<file path="src/rtl/sdl_out_stage.sv">
`default_nettype none
// ============================================================================
// sdl_out_stage : pixel delay pipeline, colour expansion to 8 bits,
//                 frame marker/counter and input timing monitor
// Revision      : 1.0
// ============================================================================
module sdl_out_stage #(
  parameter int CORDW   = 11,
  parameter int CDEPTH  = 4,
  parameter int DELAY   = 1,
  parameter int H_TOTAL = 800,
  parameter int V_TOTAL = 525,
  parameter int ERRW    = 8
) (
  input  logic              clk_pix,
  input  logic              rst_pix,
  input  logic [CORDW-1:0]  sx,
  input  logic [CORDW-1:0]  sy,
  input  logic              de,
  input  logic [CDEPTH-1:0] r,
  input  logic [CDEPTH-1:0] g,
  input  logic [CDEPTH-1:0] b,
  output logic [CORDW-1:0]  sdl_sx,
  output logic [CORDW-1:0]  sdl_sy,
  output logic              sdl_de,
  output logic [7:0]        sdl_r,
  output logic [7:0]        sdl_g,
  output logic [7:0]        sdl_b,
  output logic              frame_start,
  output logic [15:0]       frame_cnt,
  output logic              timing_err,
  output logic [ERRW-1:0]   err_cnt
);

  localparam logic [CORDW-1:0] c_HMAX = CORDW'(H_TOTAL - 1);
  localparam logic [CORDW-1:0] c_VMAX = CORDW'(V_TOTAL - 1);

  // MSB-first replication of each channel, truncated to 8 bits
  logic [7:0] r_exp, g_exp, b_exp;
  for (genvar i = 0; i < 8; i++) begin : g_expand
    assign r_exp[7-i] = r[CDEPTH-1-(i%CDEPTH)];
    assign g_exp[7-i] = g[CDEPTH-1-(i%CDEPTH)];
    assign b_exp[7-i] = b[CDEPTH-1-(i%CDEPTH)];
  end

  logic [7:0] r_d, g_d, b_d;
  assign r_d = de ? r_exp : 8'h00;
  assign g_d = de ? g_exp : 8'h00;
  assign b_d = de ? b_exp : 8'h00;

  logic [CORDW-1:0] sx_q [DELAY];
  logic [CORDW-1:0] sy_q [DELAY];
  logic             de_q [DELAY];
  logic [7:0]       r_q  [DELAY];
  logic [7:0]       g_q  [DELAY];
  logic [7:0]       b_q  [DELAY];

  always_ff @(posedge clk_pix) begin
    if (rst_pix) begin
      for (int i = 0; i < DELAY; i++) begin
        sx_q[i] <= '0;
        sy_q[i] <= '0;
        de_q[i] <= 1'b0;
        r_q[i]  <= 8'h00;
        g_q[i]  <= 8'h00;
        b_q[i]  <= 8'h00;
      end
    end else begin
      sx_q[0] <= sx;
      sy_q[0] <= sy;
      de_q[0] <= de;
      r_q[0]  <= r_d;
      g_q[0]  <= g_d;
      b_q[0]  <= b_d;
      for (int i = 1; i < DELAY; i++) begin
        sx_q[i] <= sx_q[i-1];
        sy_q[i] <= sy_q[i-1];
        de_q[i] <= de_q[i-1];
        r_q[i]  <= r_q[i-1];
        g_q[i]  <= g_q[i-1];
        b_q[i]  <= b_q[i-1];
      end
    end
  end

  // Data about to enter the final stage, so frame_start lines up with it
  logic [CORDW-1:0] fin_sx_d, fin_sy_d;
  logic             fin_de_d;
  if (DELAY == 1) begin : g_fin_direct
    assign fin_sx_d = sx;
    assign fin_sy_d = sy;
    assign fin_de_d = de;
  end else begin : g_fin_stage
    assign fin_sx_d = sx_q[DELAY-2];
    assign fin_sy_d = sy_q[DELAY-2];
    assign fin_de_d = de_q[DELAY-2];
  end

  logic        fs_d;
  logic        frame_start_q;
  logic [15:0] frame_cnt_q;
  assign fs_d = fin_de_d && (fin_sx_d == '0) && (fin_sy_d == '0);

  always_ff @(posedge clk_pix) begin
    if (rst_pix) begin
      frame_start_q <= 1'b0;
      frame_cnt_q   <= 16'h0000;
    end else begin
      frame_start_q <= fs_d;
      frame_cnt_q   <= frame_cnt_q + 16'(fs_d);
    end
  end

  logic             mon_valid_q;
  logic [CORDW-1:0] prev_sx_q, prev_sy_q;
  logic [CORDW-1:0] exp_sx_d, exp_sy_d;
  logic             mismatch_d;
  logic             timing_err_q;
  logic [ERRW-1:0]  err_cnt_q;

  always_comb begin
    exp_sx_d = prev_sx_q + CORDW'(1);
    exp_sy_d = prev_sy_q;
    if (prev_sx_q == c_HMAX) begin
      exp_sx_d = '0;
      exp_sy_d = (prev_sy_q == c_VMAX) ? '0 : prev_sy_q + CORDW'(1);
    end
    mismatch_d = mon_valid_q &&
                 ((sx != exp_sx_d) || (sy != exp_sy_d) || (sx > c_HMAX) || (sy > c_VMAX));
  end

  // Expectation always re-bases on the actual sample: one jump, one error
  always_ff @(posedge clk_pix) begin
    if (rst_pix) begin
      mon_valid_q  <= 1'b0;
      prev_sx_q    <= '0;
      prev_sy_q    <= '0;
      timing_err_q <= 1'b0;
      err_cnt_q    <= '0;
    end else begin
      mon_valid_q <= 1'b1;
      prev_sx_q   <= sx;
      prev_sy_q   <= sy;
      if (mismatch_d) begin
        timing_err_q <= 1'b1;
        if (err_cnt_q != '1) begin
          err_cnt_q <= err_cnt_q + ERRW'(1);
        end
      end
    end
  end

  assign sdl_sx      = sx_q[DELAY-1];
  assign sdl_sy      = sy_q[DELAY-1];
  assign sdl_de      = de_q[DELAY-1];
  assign sdl_r       = r_q[DELAY-1];
  assign sdl_g       = g_q[DELAY-1];
  assign sdl_b       = b_q[DELAY-1];
  assign frame_start = frame_start_q;
  assign frame_cnt   = frame_cnt_q;
  assign timing_err  = timing_err_q;
  assign err_cnt     = err_cnt_q;

endmodule
`default_nettype wire

</file>
<file path="config.mk">
export PLATFORM = sky130hd
export DESIGN_NAME = sdl_out_stage
export DESIGN_NICKNAME = d
export VERILOG_FILES = /design/src/rtl/sdl_out_stage.sv
export SDC_FILE = /design/constraint.sdc
export NUM_CORES = 1
export LEC_CHECK = 0
export ABC_AREA = 0
export CORE_AREA = 2 2 96 98
export CTS_CLUSTER_SIZE = 8
export DETAILED_ROUTE_END_ITERATION = 8
export DIE_AREA = 0 0 98 100
export GPL_ROUTABILITY_DRIVEN = 0
export PLACE_DENSITY = 0.78
export SYNTH_ARGS = -nofsm -noshare
export SYNTH_HDL_FRONTEND = slang
export SYNTH_SLANG_ARGS = --single-unit
</file>
<file path="constraint.sdc">
create_clock -name clk_pix -period 3.7 [get_ports clk_pix]
set_input_delay 1.11 -clock clk_pix [delete_from_list [all_inputs] [get_ports clk_pix]]
set_output_delay 1.11 -clock clk_pix [all_outputs]
set_load 0.02 [all_outputs]
</file>
# Yosys cells after proc, flatten, opt, wreduce, memory -nomap -nowiden
# Memories as Yosys holds them, arrays and structs flattened.
# Cells that the tools add are included.
# Widths: inputs -> output; s select.
# totals
regBits,49
ram_bits,47
inputBits,37
mem_count,6
# op_classes
add_sub_neg,4
magnitude_cmp,2
eq_ne,5
muxes,21
reduce_logical,15
# mem_list
memory,depth,width,rd,rd_clocked_by_memory_dff,write_ports,line,rtl
sx_q,1,11,1,0,1,51,logic [CORDW-1:0] sx_q [DELAY];
sy_q,1,11,1,0,1,52,logic [CORDW-1:0] sy_q [DELAY];
b_q,1,8,1,0,1,56,logic [7:0] b_q [DELAY];
g_q,1,8,1,0,1,55,logic [7:0] g_q [DELAY];
r_q,1,8,1,0,1,54,logic [7:0] r_q [DELAY];
de_q,1,1,1,0,1,53,logic de_q [DELAY];
# ops
op,count
$mux 11,5
$mux 8,6
$reduce_or 8->1,3
$add 11x1->11 const B,2
$eq 11x10->1 const B,2
$gt 11x10->1 const B,2
$logic_not 11->1,2
$ne 11x11->1,2
$reduce_or 11->1,2
$add 16x1->16,1
$mux 1,10
$add 8x1->8 const B,1
$ne 8x8->1 const B,1
$logic_and 1x1->1,3
$logic_or 1x1->1,3
$reduce_and 2->1,1
$reduce_or 1->1,1

# Longest topological paths before layout
# logic_depth
word_depth,9
ltp_mapped,11

# Worst setup path before layout
# OpenSTA, ideal clock, no wires.
# synth_timing
path_kind,input port to flip-flop
start,in sx[3]
end,"reg err_cnt_q[3], in the netlist err_cnt[3]"
t_arrival_ns,3.149
t_required_ns,3.579
setup_slack_ns,0.429
stages,9
path_cell_list,xor2_1 -> xnor2_1 -> or3_1 -> a211o_1 -> or4_1 -> nor4_2 -> buf_4 -> nor3_1 -> mux2_4
# synth_between
elab_chain_len,6
word_cells_on_any_way,7
cone_classes,order compare (1); eq/ne (1); reduce/logical (5)
# synth_rtl
item,line,rtl
start: declaration,17,"input logic [CORDW-1:0] sx,"
"parallel branches: the longest is 2 deep, another holds $gt 11x10->1",n/a,
$logic_or 1x1->1 * (2 in series),129,((sx != exp_sx_d) || (sy != exp_sy_d) || (sx > c_HMAX) || (sy > c_VMAX));
$logic_and 1x1->1 *,128,mismatch_d = mon_valid_q &&
$reduce_and 2->1 (no line) *,n/a,
end signal: assignment,147,err_cnt_q <= err_cnt_q + ERRW'(1);
end: declaration,119,logic [ERRW-1:0] err_cnt_q;
# Mark *: on every way between the ends.
# A chain may end at the register's enable or synchronous reset.

# Final worst setup path
# layout_timing
start,reg prev_sx_q[5]
end,"reg err_cnt_q[6], in the netlist err_cnt[6]"
# layout_between
elab_chain_len,8
word_cells_on_any_way,11
cone_classes,add/sub (1); eq/ne (3); mux (2); reduce/logical (5)
# layout_rtl
item,line,rtl
start: declaration,115,"logic [CORDW-1:0] prev_sx_q, prev_sy_q;"
start signal: assignment,136,prev_sx_q <= '0;
start signal: assignment,142,prev_sx_q <= sx;
$add 11x1->11 / $eq 11x10->1 (equally long branches),"122, 124",
$mux 11,124,if (prev_sx_q == c_HMAX) begin
$ne 11x11->1,129,
$logic_or 1x1->1 * (3 in series),129,
$logic_and 1x1->1 *,128,
$reduce_and 2->1 (no line) *,n/a,
# Every way passes the cells marked *; elsewhere a longest branch is shown, timed or not.

==> flow_summary.json <==
{
  "outcome": "finished clean",
  "htree_num_levels": 3,
  "design.die.area_um2": 9800,
  "place_hpwl_um": 7000,
  "power.leakage_nw": 1.78,
  "power-per-cell-area_nw_per_um2": 335,
  "timing.rr.end": "err_cnt[6]",
  "crit_path_start_kind": "flip-flop",
  "final.setup_skew_ns": 0.00955,
  "finalSetupViolCount": 0,
  "cts.path.max_buffers": 2,
  "worst-slew-pin-transition_ns": 0.615,
  "timing.hold.worst.class": "flip-flop to flip-flop",
  "max_capacitance_violation_count": 0,
  "post_route_setup_tns_ns": 0,
  "synthDominantAreaCellType": "sky130_fd_sc_hd__dfxtp_1",
  "async_flop_share_pct": 0,
  "r2r_slack_ns": 0.28,
  "holdWs_ns": 0.454,
  "grt_max_degree": 50,
  "gr-total-overflow": 0,
  "switching_share_pct": 26.7,
  "groute.usage.overall_pct": 19.4,
  "muxShareOfSynthArea_pct": 1.61,
  "syn_area_um2": 3420,
  "cp.arrival_ns": 3.65,
  "floorplan.die.width_um": 98,
  "largest_family_of_logic_cells_by_synthesized_area": "simple AND/OR/NAND/NOR gates",
  "route.final.wire_length_um": 9540,
  "cp-end-kind": "flip-flop",
  "max_slew_margin_pct": 58.9,
  "cts_root_buf": "sky130_fd_sc_hd__clkbuf_8",
  "cts_buf_count": 9,
  "setup_repair_after_global_routing_missed_its_margin": "false",
  "clock.fmax_mhz": 292,
  "numPlacedInstances": 600,
  "count_of_boundary_i_o_pins": 110,
  "grt_first_pass_wirelength_um": 15500,
  "drt_drc_violations_left": 0,
  "synth_warnings": 0,
  "synth_top_area_share_pct": 36.3,
  "clock_sinks": 62,
  "insertedDiodeCount": 0,
  "critPathKind": "flip-flop to flip-flop",
  "numPortBuffers": 109,
  "worst_skew_pair.late_latency_ns": 0.34,
  "worst_supply_voltage_drop_on_vdd_v": 0.000183,
  "dr_total_vias": 3394,
  "yosysSeqAreaShare_pct": 36.3,
  "cts_tree": "built",
  "filler_cells_inserted": 819,
  "synth_cells": 396,
  "ant_nets": 0,
  "dpl_cell_area_um2": 4590,
  "syn_nets": 439,
  "worst_ep_required_time_ns": 3.93,
  "synth_compound_gate_area_share_pct": 11.8,
  "path_clk_slew_ns": 0.07,
  "finalCritPeriodShare_pct": 92.4,
  "routed_wire_length_per_instance_um": 15.4,
  "hold_start": "timing_err",
  "first_pass_iters": 4,
  "first_iter_violations": 131,
  "timing.final.crit_period_ns": 3.42,
  "area_growth_synth_to_finish_pct": 43.0,
  "timing.critical_path.fanout_max": 15,
  "detail_route.vias_per_cell": 5.47,
  "synth.top_cells.by_area": "sky130_fd_sc_hd__dfxtp_1, sky130_fd_sc_hd__nor2b_1, sky130_fd_sc_hd__xor2_1",
  "power.combinational.fraction_pct": 15.5,
  "power_report.internal_total_w": 0.00120,
  "grt_antenna_before_repair": 0,
  "initial_utilization_pct": 38.5,
  "power_frac_seq_pct": 44.0,
  "avgSynthCellArea_um2": 8.64,
  "worstHoldPathCells": 2,
  "clock_power_share_pct": 40.5,
  "slew_violations": 0,
  "timing.final.hold_violations": 0,
  "synth_edf_count": 0,
  "worst_hold_path.endpoint": "timing_err",
  "share_of_synthesized_cell_area_in_and_or_nand_and_nor_gates_pct": 33.7,
  "timing.reg2reg.worst_path_depth": 9,
  "layout.nets": 548,
  "placeableCoreArea_um2": 8890,
  "synthAdderAreaFrac_pct": 2.20,
  "fraction_of_layout_instances_using_a_drive_strength_above_1_pct": 10.2,
  "timing.rr.start": "prev_sx_q[5]",
  "synth-seq-cells": 62,
  "distinct_cell_type_count_of_the_synthesized_netlist": 58,
  "via_count_of_the_first_global_routing_pass": 3271,
  "die_y_um": 100,
  "switching_power_w": 0.000438,
  "synthFlopType": "sky130_fd_sc_hd__dfxtp_1",
  "final_design_area_no_fill_um2": 4890,
  "post_synth_xor_area_fraction_pct": 7.94,
  "fin_cells": 621,
  "row_count": 35
}
==> critical path, cell delays in order (launching register included) <==
cell	delay (ns)
sky130_fd_sc_hd__dfxtp_1	0.37
sky130_fd_sc_hd__or4_4	0.68
sky130_fd_sc_hd__or3_1	0.55
sky130_fd_sc_hd__nor4b_4	0.31
sky130_fd_sc_hd__a211oi_1	0.08
sky130_fd_sc_hd__o221ai_1	0.31
sky130_fd_sc_hd__nor4_4	0.10
sky130_fd_sc_hd__clkdlybuf4s15_2	0.25
sky130_fd_sc_hd__or4b_1	0.52
sky130_fd_sc_hd__o211a_1	0.14
==> cell type report <==
cell class	count	area [um2]	share of cell area, %
clock buffers	9	124	2.53
multi-input cells	292	1990	40.7
inverters	9	33.8	0.691
well taps	111	139	2.84
repair buffers	131	1260	25.9
clock inverters	7	96.3	1.97
flip-flops and latches	62	1240	25.4
==> cell usage in the layout (no fill, tap or decap), types with 8 or more instances in the layout <==
cell type / synthesis / routed
sky130_fd_sc_hd__a21oi_1: 10 / 10
sky130_fd_sc_hd__and2_1: 16 / 16
sky130_fd_sc_hd__buf_4: 13 / 21
sky130_fd_sc_hd__clkbuf_8: 0 / 9
sky130_fd_sc_hd__clkdlybuf4s50_1: 0 / 107
sky130_fd_sc_hd__dfxtp_1: 62 / 62
sky130_fd_sc_hd__inv_1: 9 / 9
sky130_fd_sc_hd__nand2_1: 16 / 16
sky130_fd_sc_hd__nand3_1: 25 / 25
sky130_fd_sc_hd__nand4_1: 11 / 11
sky130_fd_sc_hd__nor2_1: 30 / 30
sky130_fd_sc_hd__nor2b_1: 28 / 28
sky130_fd_sc_hd__nor3_1: 10 / 10
sky130_fd_sc_hd__nor4_1: 9 / 8
sky130_fd_sc_hd__o21ai_0: 10 / 10
sky130_fd_sc_hd__xnor2_1: 14 / 14
sky130_fd_sc_hd__xor2_1: 17 / 17
==> kinds of logic after synthesis <==
family	count (synthesis)
AND/OR/NAND/NOR	195
adder cells (fa/ha/maj)	6
XOR/XNOR	31
AO/OA/AOI/OAI	56
buffers and inverters	42
multiplexers	4
flip-flops	62
==> through the flow <==
stage | utilization, % | setup slack [ns] | total power [W]
2_1_floorplan | - | 0.429 | 0.000858
3_3_place_gp | 51.6 | -0.202 | 0.000981
3_5_place_dp | 51.6 | -0.260 | 0.000986
4_1_cts | 54.1 | 0.0948 | 0.00165
5_1_grt | 55.0 | 0.0481 | 0.00171
6_report | 55.0 | 0.281 | 0.00164
==> cells in the mapped netlist, drive strengths merged (9+ instances only) <==
cell and instances:
a21oi 10, and2 16, buf 20, clkbuf 13, dfxtp 62, inv 9
nand2 16, nand3 25, nand4 11, nor2 31, nor2b 28, nor3 11
nor4 11, o21ai 11, xnor2 14, xor2 17
==> routing by layer <==
metal,vias up,share of wire [%],global-route usage (%)
met2,151,48,33.2
met3,27,6.7,4.94
met5,-,0,0
met1,1583,42,23.4
met4,0,2.8,7.59
li1,1633,-,-
==> power groups by stage <==
stage | logic (W) | clock network (W) | registers, W
floorplan | 0.000107 | 0 | 0.000751
global placement | 0.000247 | 0 | 0.000735
detailed placement | 0.000250 | 0 | 0.000735
CTS | 0.000252 | 0.000679 | 0.000720
global route | 0.000273 | 0.000708 | 0.000724
finish | 0.000255 | 0.000664 | 0.000721
==> worst max-delay path by stage <==
stage                 start          to  slack, ns  cells past startpoint
2_1_floorplan         sx[3]  err_cnt[3]       0.43                      9
3_3_place_gp          sx[3]  err_cnt[4]      -0.20                     10
3_5_place_dp          sx[3]  err_cnt[4]      -0.26                     10
4_1_cts               sx[3]  err_cnt[3]       0.09                     10
5_1_grt        prev_sx_q[1]  err_cnt[6]       0.05                     12
6_report       prev_sx_q[5]  err_cnt[6]       0.28                      9
==> registers in the layout, indices dropped and copies added, names as in the netlist <==
signal / cells
timing_err: 1
b_q: 4
prev_sy_q: 11
prev_sx_q: 11
mon_valid_q: 1
g_q: 4
frame_cnt: 16
de_q: 1
r_q: 4
frame_start: 1
err_cnt: 8
==> what timing repair did <==
| action | 4_1_cts | 5_1_grt |
|---|---|---|
| setup buffers | 0 | 4 |
| setup endpoints to repair | 0 | 4 |
| hold buffers | 0 | 0 |
| resized for setup | 0 | 8 |
Power figures use the tool's default switching activity.
